<file path="src/rtl/go_kill_conditioner.sv">
// Conditions raw go/kill push-button levels for the downstream counter FSM.
// Each input is synchronised and debounced. Go becomes a single start pulse, and each started run is tracked to completion.
module go_kill_conditioner #(
    parameter int DEBOUNCE_CYCLES = 16,
    parameter int TIMEOUT_CYCLES  = 128
) (
    input  logic i_clk,
    input  logic reset,
    input  logic i_go_raw,
    input  logic i_kill_raw,
    input  logic i_done,
    output logic o_go,
    output logic o_kill,
    output logic o_busy,
    output logic o_timeout
);

    localparam int DW = $clog2(DEBOUNCE_CYCLES);
    localparam int TW = $clog2(TIMEOUT_CYCLES);
    localparam logic [DW-1:0] DEB_LAST = DW'(DEBOUNCE_CYCLES - 1);
    localparam logic [TW-1:0] TMO_LAST = TW'(TIMEOUT_CYCLES - 1);

    localparam logic [1:0] S_IDLE = 2'd0;
    localparam logic [1:0] S_WAIT = 2'd1;
    localparam logic [1:0] S_HOLD = 2'd2;

    // Channel index 0 is go, index 1 is kill.
    logic [1:0]    raw;
    logic [1:0]    sync1;
    logic [1:0]    sync2;
    logic [1:0]    stb;
    logic [DW-1:0] cnt [2];

    logic          go_stb;
    logic          kill_stb;
    logic          go_prev;
    logic          go_rise;
    logic [1:0]    state;
    logic [TW-1:0] timer;

    assign raw      = {i_kill_raw, i_go_raw};
    assign go_stb   = stb[0];
    assign kill_stb = stb[1];
    assign go_rise  = go_stb & ~go_prev;

    // A level must stay different from the stable value for DEBOUNCE_CYCLES edges
    // in a row before it is accepted. Any return to the stable value restarts the count.
    always_ff @(posedge i_clk) begin
        if (reset) begin
            sync1 <= '0;
            sync2 <= '0;
            stb   <= '0;
            for (int ch = 0; ch < 2; ch++) begin
                cnt[ch] <= '0;
            end
        end else begin
            sync1 <= raw;
            sync2 <= sync1;
            for (int ch = 0; ch < 2; ch++) begin
                if (sync2[ch] == stb[ch]) begin
                    cnt[ch] <= '0;
                end else if (cnt[ch] == DEB_LAST) begin
                    stb[ch] <= sync2[ch];
                    cnt[ch] <= '0;
                end else begin
                    cnt[ch] <= cnt[ch] + 1'b1;
                end
            end
        end
    end

    always_ff @(posedge i_clk) begin
        if (reset) begin
            state     <= S_IDLE;
            timer     <= '0;
            go_prev   <= 1'b0;
            o_go      <= 1'b0;
            o_timeout <= 1'b0;
        end else begin
            go_prev   <= go_stb;
            // NOTE: default the pulse outputs low here so that every branch below only has to raise them.
            o_go      <= 1'b0;
            o_timeout <= 1'b0;
            case (state)
                S_IDLE: begin
                    if (go_rise && !kill_stb) begin
                        o_go  <= 1'b1;
                        timer <= '0;
                        state <= S_WAIT;
                    end
                end
                S_WAIT: begin
                    // Priority order: kill first, then done, then the watchdog.
                    if (kill_stb) begin
                        state <= S_HOLD;
                    end else if (i_done) begin
                        state <= S_IDLE;
                    end else if (timer == TMO_LAST) begin
                        o_timeout <= 1'b1;
                        state     <= S_IDLE;
                    end else begin
                        timer <= timer + 1'b1;
                    end
                end
                S_HOLD: begin
                    if (!kill_stb) begin
                        state <= S_IDLE;
                    end
                end
                default: state <= S_IDLE;
            endcase
        end
    end

    assign o_busy = (state != S_IDLE);
    assign o_kill = kill_stb;

endmodule

</file>
<file path="config.mk">
export PLATFORM = sky130hd
export DESIGN_NAME = go_kill_conditioner
export DESIGN_NICKNAME = d
export VERILOG_FILES = /design/src/rtl/go_kill_conditioner.sv
export SDC_FILE = /design/constraint.sdc
export NUM_CORES = 1
export LEC_CHECK = 0
export ABC_AREA = 0
export CORE_MARGIN = 2
export CORE_UTILIZATION = 60
export DETAILED_ROUTE_END_ITERATION = 7
export HOLD_SLACK_MARGIN = 0.08
export PLACE_DENSITY = 0.83
export SLEW_MARGIN = 5
export SYNTH_ARGS = -nofsm -noshare
export SYNTH_HDL_FRONTEND = slang
export SYNTH_SLANG_ARGS = --single-unit
</file>
<file path="constraint.sdc">
create_clock -name i_clk -period 4.54 [get_ports i_clk]
set_input_delay 0.681 -clock i_clk [delete_from_list [all_inputs] [get_ports i_clk]]
set_output_delay 0.681 -clock i_clk [all_outputs]
set_load 0.01 [all_outputs]
</file>
==> results of run 1 <==
==> per-stage QoR <==
stage / power [mW] / util [%]
after floorplan: 0.262 / -
after global placement: 0.267 / 68.8
after detailed placement: 0.268 / 68.8
after CTS: 0.421 / 71.5
after global routing: 0.432 / 71.5
final: 0.419 / 71.5
==> power breakdown <==
| part | internal (mW) | switching [mW] | total (mW) |
|---|---|---|---|
| clock | 0.0892 | 0.0668 | 0.156 |
| combinational | 0.00779 | 0.00830 | 0.0161 |
| sequential | 0.244 | 0.00306 | 0.247 |
| total | 0.341 | 0.0781 | 0.419 |
==> cell families after synthesis <==
logic type | share of synthesized area [%]
compound gates | 12.4
xor+xnor | 5.08
fa+ha+maj | 3.11
buf+inv | 3.32
flops | 49.7
mux | 1.66
other cells | 0.311
simple gates | 24.4
==> worst register-to-register path: cells and delay by family (launching register included) <==
kind | cells | cell delay [ns]
AND/OR/NAND/NOR | 2 | 0.58
flip-flops | 1 | 0.41
AO/OA/AOI/OAI | 2 | 0.43
adder cells (fa/ha/maj) | 1 | 0.22
==> cell type report <==
cell class / instances / area, um2
flip-flops and latches: 26 / 601
multi-input cells: 94 / 593
fillers: 159 / 547
repair buffers: 8 / 80.1
well taps: 27 / 33.8
clock inverters: 1 / 30.0
clock buffers: 3 / 22.5
inverters: 4 / 15.0
==> worst max-delay path by stage <==
stage,start,to,slack [ns]
4_1_cts,reset,timer[2]$_SDFFE_PP0P_,2.26
6_report,reset,timer[2]$_SDFFE_PP0P_,2.25
5_1_grt,reset,timer[2]$_SDFFE_PP0P_,2.14
3_5_place_dp,reset,timer[2]$_SDFFE_PP0P_,1.92
2_1_floorplan,reset,timer[2]$_SDFFE_PP0P_,2.86
3_3_place_gp,reset,timer[2]$_SDFFE_PP0P_,1.94
==> sequential cells by signal (all words and copies together) (netlist names) <==
signal and count:
go_prev 1, cnt 8, sync1 2, sync2 2, timer 7, stb 2
state 2, o_go 1, o_timeout 1
==> cell usage in the layout (no fill, tap or decap), types with 2 or more instances in the layout <==
master	instances
nand2_1	5
nand2b_1	3
xnor2_1	4
nor2b_1	7
nand4_1	2
ha_1	3
inv_1	4
clkbuf_4	3
xor2_1	3
o21ai_1	3
dfxtp_1	18
and3_1	4
mux2i_1	2
o21a_1	2
clkdlybuf4s50_1	8
a21oi_1	4
nor3b_1	2
edfxtp_1	8
conb_1	8
or3_1	2
nor3_1	2
nand3_1	7
nor2_1	17
==> per-layer routing <==
metal  GRT usage, %  part of all wire, %  vias to the layer above
met5              0                    0                        -
met4           4.76                 0.67                        0
met3           2.76                  4.4                        2
met2           32.9                   49                       28
met1           25.1                   46                      410
li1               -                    -                      455
==> results.sh, run 1 <==
export IMPL_worstSetupPathType="in -> reg"
export IMPL_critPathCaptureType="flip-flop"
export IMPL_antenna_left=0
export IMPL_ff2ff_setup_slack_ns=2.82
export IMPL_ff2ff_path_depth=5
export IMPL_irDropWorstVdd_uv=247
export IMPL_grt_ovfl_total=0
export IMPL_worst_slack_ns=2.25
export IMPL_placed_area_um2=1320
export IMPL_hold_depth=1
export IMPL_die_area_um2=2390
export IMPL_startpoint_type="input port"
export IMPL_clk_path_buf_depth=2
export IMPL_layout_nets=145
export IMPL_setup_tns_final_ns=0
export IMPL_drt_pass1_iterations=4
export IMPL_die_h_um=48.9
export IMPL_cpMaxStageDelayCell="clkdlybuf4s50_1"
export IMPL_hold_buffers=0
export IMPL_path_max_fanout=20
export IMPL_netlist_area_leader_share_pct=29.8
export IMPL_h_tree_depth=1
export IMPL_final_cells=163
export IMPL_clockRootBuffer="clkbuf_4"
export IMPL_run_status="finished, final reports clean"
export IMPL_max_stage_delay_ns=0.72
export IMPL_hold_viol_final=0
export IMPL_drt_wl_total_um=2090
export IMPL_synthTopCellsByArea="dfxtp_1, edfxtp_1, nor2_1, nor2b_1, ha_1"
export IMPL_syn_to_final_growth_pct=13.9
export IMPL_hold_path_endpoint="sync2[1]$_SDFF_PP0_"
export IMPL_reg2reg_from="timer[0]$_SDFFE_PP0P_"
export IMPL_initial_core_util_pct=62.8
export IMPL_worst_path_stages=5
export IMPL_crit_chain="clkdlybuf4s50_1, or3b_4, a2111oi_4, nand3_1, o311ai_1"
export IMPL_max_slew_worst_pin_slew_ns=0.621
export IMPL_io_pins=9
export IMPL_pre_cts_slack_ns=1.92
export IMPL_dp_hpwl_um=1570
export IMPL_drv_cap=0
export IMPL_track_usage_pct=19.0
export IMPL_synth_edf_count=8
export IMPL_avgSynthCellArea_um2=9.90
export IMPL_grt_pass1_vias=858
export IMPL_ys_seq_area_share_pct=49.7
export IMPL_grt_max_degree=21
export IMPL_period_needed_ns=2.29
export IMPL_yosysMostFrequentCell="dfxtp_1"
export IMPL_netlist_area_um2=1210
export IMPL_row_count=16
export IMPL_gp_congestion=0.847
export IMPL_hold_slack_ns=0.465
export IMPL_drtIter0Drc=24
export IMPL_dieWidth_um=48.9
export IMPL_crit_family="buffers and inverters"
export IMPL_cts_tree="done"
export IMPL_cts_sinks=26
export IMPL_cts_resized=0
export IMPL_detail_route_vias_per_cell=5.49
export IMPL_ys_ff_latch=26
export IMPL_hp_start="sync1[1]$_SDFF_PP0_"
export IMPL_drc=0
export IMPL_maxSlewHeadroom_pct=58.4
export IMPL_crit_required_ns=4.77
export IMPL_maxSlewViolCount=0
export IMPL_p_per_area_nw_per_um2=305
export IMPL_p_leak_nw=0.519
export IMPL_synth_cell_types=38
export IMPL_stdcell_area_um2=1380
export IMPL_layout_drive_gt1_share_pct=5.88
export IMPL_design_core_area_um2=1920
export IMPL_r2r_end="timer[2]$_SDFFE_PP0P_"
export IMPL_worst_skew_pair_late_latency_ns=0.31
export IMPL_dp_cells=159
export IMPL_async_flop_share_pct=0
export IMPL_postCtsSetupBuffers=0
export IMPL_period_share_pct=50.4
export IMPL_rsz0062_at_grt="no"
export IMPL_cts_buffers=3
export IMPL_wl_per_cell_um=12.8
export IMPL_antenna_cells=0
export IMPL_port_buffers=8
export IMPL_critical_path_buf_inv_count=1
export IMPL_synthCells=122
export IMPL_hold_class="reg -> reg"
export IMPL_arrival_ns=2.52
export IMPL_num_vias=895
export IMPL_synth_commonest_cells="dfxtp_1, nor2_1, edfxtp_1"
export IMPL_ys_flop_type="dfxtp_1"
export IMPL_yosys_area_top_type="dfxtp_1"
export IMPL_setup_violations=0
export IMPL_grt_pass1_wl_um=3540
export IMPL_antenna_found_initial=0
export IMPL_yosysWarnings=0
export IMPL_clock_fmax_mhz=437
export IMPL_path_clk_slew_ns=0.14
export IMPL_worst_clock_skew_ns=0.00490
(Power assumes the default switching activity.)
==> inputs of run 2 (changes only) <==
- CORE_UTILIZATION: 60 -> 50
- PLACE_DENSITY: 0.83 -> 0.75
- clock period: 4.54 -> 1.85 ns (I/O delays scaled with it)
==> run 2 against run 1 <==
Effect of this change:
- clock power is 53% higher
- count of clock-buffer cells in the layout stayed put
- first-iteration DRC count is 38% lower
- highest routed layer unchanged
==> results.sh, run 2 (same netlist as run 1, synthesis figures left out) <==
export IMPL_layout_nets=149
export IMPL_num_vias=919
export IMPL_h_tree_depth=1
export IMPL_period_share_pct=95.5
export IMPL_drc=0
export IMPL_post_route_util_pct=61.4
export IMPL_drtIter0Drc=15
export IMPL_drv_cap=0
export IMPL_hp_start="sync1[1]$_SDFF_PP0_"
export IMPL_path_max_fanout=7
export IMPL_cts_sinks=26
export IMPL_track_usage_pct=16.8
export IMPL_final_cell_mix="nor2_1, dfxtp_1, edfxtp_1, conb_1, clkdlybuf4s50_1"
export IMPL_nFillCells=203
export IMPL_p_per_area_nw_per_um2=642
export IMPL_cts_buffers=3
export IMPL_arrival_ns=1.49
export IMPL_postCtsSetupBuffers=0
export IMPL_dp_hpwl_um=1520
export IMPL_hold_slack_ns=0.456
export IMPL_antenna_cells=0
export IMPL_setup_violations=0
export IMPL_run_status="finished, final reports clean"
export IMPL_ff2ff_path_depth=5
export IMPL_crit_required_ns=1.57
export IMPL_ff2ff_setup_slack_ns=0.19
export IMPL_cts_tree="done"
export IMPL_clk_path_buf_depth=2
export IMPL_irDropWorstVdd_uv=461
export IMPL_gp_congestion=0.775
export IMPL_grt_pass1_wl_um=3480
export IMPL_met3_length_um=102
export IMPL_antenna_left=0
export IMPL_startpoint_type="flip-flop"
export IMPL_grt_pass1_vias=798
export IMPL_r2r_end="timer[2]$_SDFFE_PP0P_"
export IMPL_stdcell_area_um2=1380
export IMPL_p_leak_nw=0.526
export IMPL_grt_ovfl_total=0
export IMPL_clockRootBuffer="clkbuf_4"
export IMPL_hold_buffers=0
export IMPL_die_area_um2=2820
export IMPL_design_core_area_um2=2250
export IMPL_crit_start="state[1]$_SDFFE_PP0P_"
export IMPL_reg2reg_from="timer[0]$_SDFFE_PP0P_"
export IMPL_drt_wl_total_um=2040
export IMPL_worst_skew_pair_late_latency_ns=0.31
export IMPL_io_pins=9
export IMPL_port_buffers=8
export IMPL_regMostFlops="cnt"
export IMPL_drt_met1_wl_um=971
export IMPL_largestRegisters="cnt x8, timer x7"
export IMPL_largest_reg_flops=8
export IMPL_topRoutingLayerUsed="met4"
export IMPL_hold_viol_final=0
export IMPL_hold_path_endpoint="sync2[1]$_SDFF_PP0_"
export IMPL_cts_resized=0
export IMPL_clock_fmax_mhz=566
export IMPL_rsz0062_at_grt="no"
export IMPL_path_clk_slew_ns=0.14
export IMPL_antenna_found_initial=0
export IMPL_wl_per_cell_um=12.1
export IMPL_detail_route_vias_per_cell=5.47
export IMPL_layout_drive_gt1_share_pct=10.0
export IMPL_hold_depth=1
export IMPL_maxSlewViolCount=0
export IMPL_worst_clock_skew_ns=0.00297
export IMPL_hold_class="reg -> reg"
export IMPL_setup_tns_final_ns=0
export IMPL_period_needed_ns=1.77
export IMPL_initial_core_util_pct=53.6
export IMPL_grt_max_degree=20
export IMPL_wl_met2_um=950
export IMPL_drt_pass1_iterations=4
export IMPL_worstSetupPathType="reg -> out"
export IMPL_die_h_um=53.1
export IMPL_dieWidth_um=53.1
export IMPL_layout_commonest_cell="nor2_1"
export IMPL_critPathCaptureType="output pin"
export IMPL_placed_area_um2=1350
export IMPL_syn_to_final_growth_pct=14.6
export IMPL_row_count=17
==> run 2: metal layers <==
| layer | track usage, % | vias to the layer above |
|---|---|---|
| li1 | - | 461 |
| met1 | 22.2 | 433 |
| met2 | 27.3 | 23 |
| met3 | 4.80 | 2 |
| met4 | 3.42 | 0 |
| met5 | 0 | - |
==> run 2: cell type report <==
cell class / count / area [um2] / share of cell area [%]
Clock buffer: 3 / 22.5 / 1.63
Clock inverter: 1 / 3.75 / 0.271
Inverter: 4 / 15.0 / 1.08
Multi-Input combinational cell: 94 / 594 / 42.9
Sequential cell: 26 / 603 / 43.6
Tap cell: 28 / 35.0 / 2.53
Timing Repair Buffer: 12 / 110 / 7.96
==> run 2: where the power goes <==
part | total, mW | leakage, nW | internal (mW) | switching (mW)
clock | 0.239 | 0.0154 | 0.0787 | 0.160
combinational | 0.0425 | 0.281 | 0.0217 | 0.0208
sequential | 0.607 | 0.229 | 0.599 | 0.00753
total | 0.888 | 0.526 | 0.700 | 0.189
==> run 2: how the worst max path moves through the flow <==
stage | to
after floorplan | timer[2]$_SDFFE_PP0P_
after global placement | timer[2]$_SDFFE_PP0P_
after detailed placement | timer[2]$_SDFFE_PP0P_
after CTS | o_kill
after global routing | o_busy
final | o_busy
==> run 2: critical path, stage by stage, from the launching register on <==
cell             delay (ns)
dfxtp_1                0.50
nor2_1                 0.10
inv_1                  0.06
clkdlybuf4s50_1        0.52
==> run 2: through the flow <==
stage / power [mW] / worst slack, ns / instances
finish: 0.888 / 0.0839 / 168
global route: 0.931 / 0.00586 / 168
CTS: 0.895 / 0.0598 / 168
detailed placement: 0.662 / 0.0678 / 164
global placement: 0.660 / 0.124 / 164
floorplan: 0.643 / 0.413 / 129
==> inputs of run 3 (changes only) <==
- ABC_AREA: 0 -> not set
- PLACE_DENSITY: 0.75 -> not set
- PLACE_DENSITY_LB_ADDON: not set -> 0.15
==> run 3 against run 2 <==
Effect of this change:
- fmax down 1.7%
- power up 5.6%
- register-to-register slack worse by 0.09 ns
- critical path type unchanged
- largest cell class unchanged
- largest power group unchanged
==> results.sh, run 3 (same netlist as run 1, synthesis figures left out) <==
export IMPL_reg2reg_from="timer[1]$_SDFFE_PP0P_"
export IMPL_grt_pass1_vias=901
export IMPL_cts_buffers=3
export IMPL_worst_clock_skew_ns=0.00357
export IMPL_hp_start="sync1[0]$_SDFF_PP0_"
export IMPL_worst_skew_pair_late_latency_ns=0.32
export IMPL_setup_tns_final_ns=0
export IMPL_path_clk_slew_ns=0.14
export IMPL_cts_tree="done"
export IMPL_die_h_um=53.1
export IMPL_maxSlewViolCount=0
export IMPL_period_needed_ns=1.80
export IMPL_hold_viol_final=0
export IMPL_detail_route_vias_per_cell=5.48
export IMPL_largest_reg_flops=8
export IMPL_crit_required_ns=1.57
export IMPL_drt_wl_total_um=2260
export IMPL_period_share_pct=97.2
export IMPL_dp_cells=164
export IMPL_port_buffers=8
export IMPL_clk_path_buf_depth=2
export IMPL_path_max_fanout=7
export IMPL_final_cell_mix="nor2_1, dfxtp_1, edfxtp_1, conb_1, clkdlybuf4s50_1"
export IMPL_cts_resized=1
export IMPL_rsz0062_at_grt="no"
export IMPL_antenna_cells=0
export IMPL_p_leak_nw=0.532
export IMPL_layout_drive_gt1_share_pct=9.29
export IMPL_p_int_mw=0.742
export IMPL_hold_buffers=0
export IMPL_layout_nets=149
export IMPL_design_core_area_um2=2250
export IMPL_h_tree_depth=1
export IMPL_startpoint_type="flip-flop"
export IMPL_initial_core_util_pct=53.6
export IMPL_irDropWorstVdd_uv=505
export IMPL_stdcell_area_um2=1390
export IMPL_dp_hpwl_um=1600
export IMPL_combPwrFrac_pct=4.7
export IMPL_r2r_end="timer[2]$_SDFFE_PP0P_"
export IMPL_grt_ovfl_total=0
export IMPL_final_cells=168
export IMPL_worstSetupPathType="reg -> out"
export IMPL_num_vias=920
export IMPL_drt_pass1_iterations=4
export IMPL_drtIter0Drc=21
export IMPL_drc=0
export IMPL_row_count=17
export IMPL_io_pins=9
export IMPL_p_clk_share_pct=30.6
export IMPL_p_per_area_nw_per_um2=674
export IMPL_grt_pass1_wl_um=3800
export IMPL_pwr_share_seq_pct=64.7
export IMPL_critPathCaptureType="output pin"
export IMPL_antenna_left=0
export IMPL_drv_cap=0
export IMPL_power_switching_mw=0.197
export IMPL_track_usage_pct=18.4
export IMPL_ff2ff_path_depth=5
export IMPL_regMostFlops="cnt"
export IMPL_gp_congestion=0.816
export IMPL_hold_class="reg -> reg"
export IMPL_wl_per_cell_um=13.5
export IMPL_arrival_ns=1.52
export IMPL_clockRootBuffer="clkbuf_4"
export IMPL_dieWidth_um=53.1
export IMPL_grt_max_degree=20
export IMPL_switching_share_pct=21.0
export IMPL_cts_sinks=26
export IMPL_postCtsSetupBuffers=0
export IMPL_setup_violations=0
export IMPL_ff2ff_setup_slack_ns=0.10
export IMPL_die_area_um2=2820
export IMPL_syn_to_final_growth_pct=15.2
export IMPL_hold_path_endpoint="sync2[0]$_SDFF_PP0_"
export IMPL_hold_slack_ns=0.462
export IMPL_antenna_found_initial=0
export IMPL_largestRegisters="cnt x8, timer x7"
export IMPL_hold_depth=1
export IMPL_run_status="finished, final reports clean"
export IMPL_clock_fmax_mhz=556
export IMPL_placed_area_um2=1350
==> run 3: cell types whose count changed in the layout (fill, tap and decap cells not counted), sizes merged <==
cell and change:
clkbuf +1, clkinv -1
==> run 3: layout make-up <==
cell class	count	area (um2)
timing repair buffer	12	110
fill	217	863
inverter	4	15.0
sequential	26	602
tap	28	35.0
multi-input combinational	94	593
clock buffer	4	36.3
==> run 3: worst max-delay path, cell delays in order, from the launching register on <==
cell and delay, ns:
dfxtp_1 0.52, nor2_1 0.10, inv_1 0.06, clkdlybuf4s50_1 0.52
==> run 3: power by group through the flow <==
stage | Combinational (mW) | Sequential [mW] | Clock, mW
CTS | 0.0429 | 0.607 | 0.297
global route | 0.0495 | 0.609 | 0.307
global placement | 0.0415 | 0.619 | 0
floorplan | 0.0253 | 0.617 | 0
detailed placement | 0.0428 | 0.620 | 0
finish | 0.0442 | 0.607 | 0.287
==> run 3: worst max path at each step <==
stage | start | cells after the start | slack (ns) | end
6_report | state[1]$_SDFFE_PP0P_ | 3 | 0.05 | o_busy
5_1_grt | state[0]$_SDFFE_PP0P_ | 3 | 0.004 | o_busy
4_1_cts | state[1]$_SDFFE_PP0P_ | 3 | 0.05 | o_busy
3_5_place_dp | reset | 5 | 0.08 | timer[2]$_SDFFE_PP0P_
3_3_place_gp | reset | 5 | 0.12 | timer[2]$_SDFFE_PP0P_
2_1_floorplan | timer[0]$_SDFFE_PP0P_ | 6 | 0.41 | timer[2]$_SDFFE_PP0P_
==> run 3: metrics by stage <==
stage          total power [mW]  utilization [%]  setup WS [ns]
6_report                  0.938             61.7         0.0526
5_1_grt                   0.966             61.7        0.00360
4_1_cts                   0.947             61.7         0.0518
3_5_place_dp              0.663             60.0         0.0781
3_3_place_gp              0.660             60.0          0.124
2_1_floorplan             0.643                -          0.413
==> run 3: layer usage <==
metal	routed length [um]	vias up	GRT usage (%)
met5	0	-	0
met4	41	0	7.26
met3	86	7	2.82
met2	1100	16	33.8
met1	1040	439	21.1
li1	-	458	-
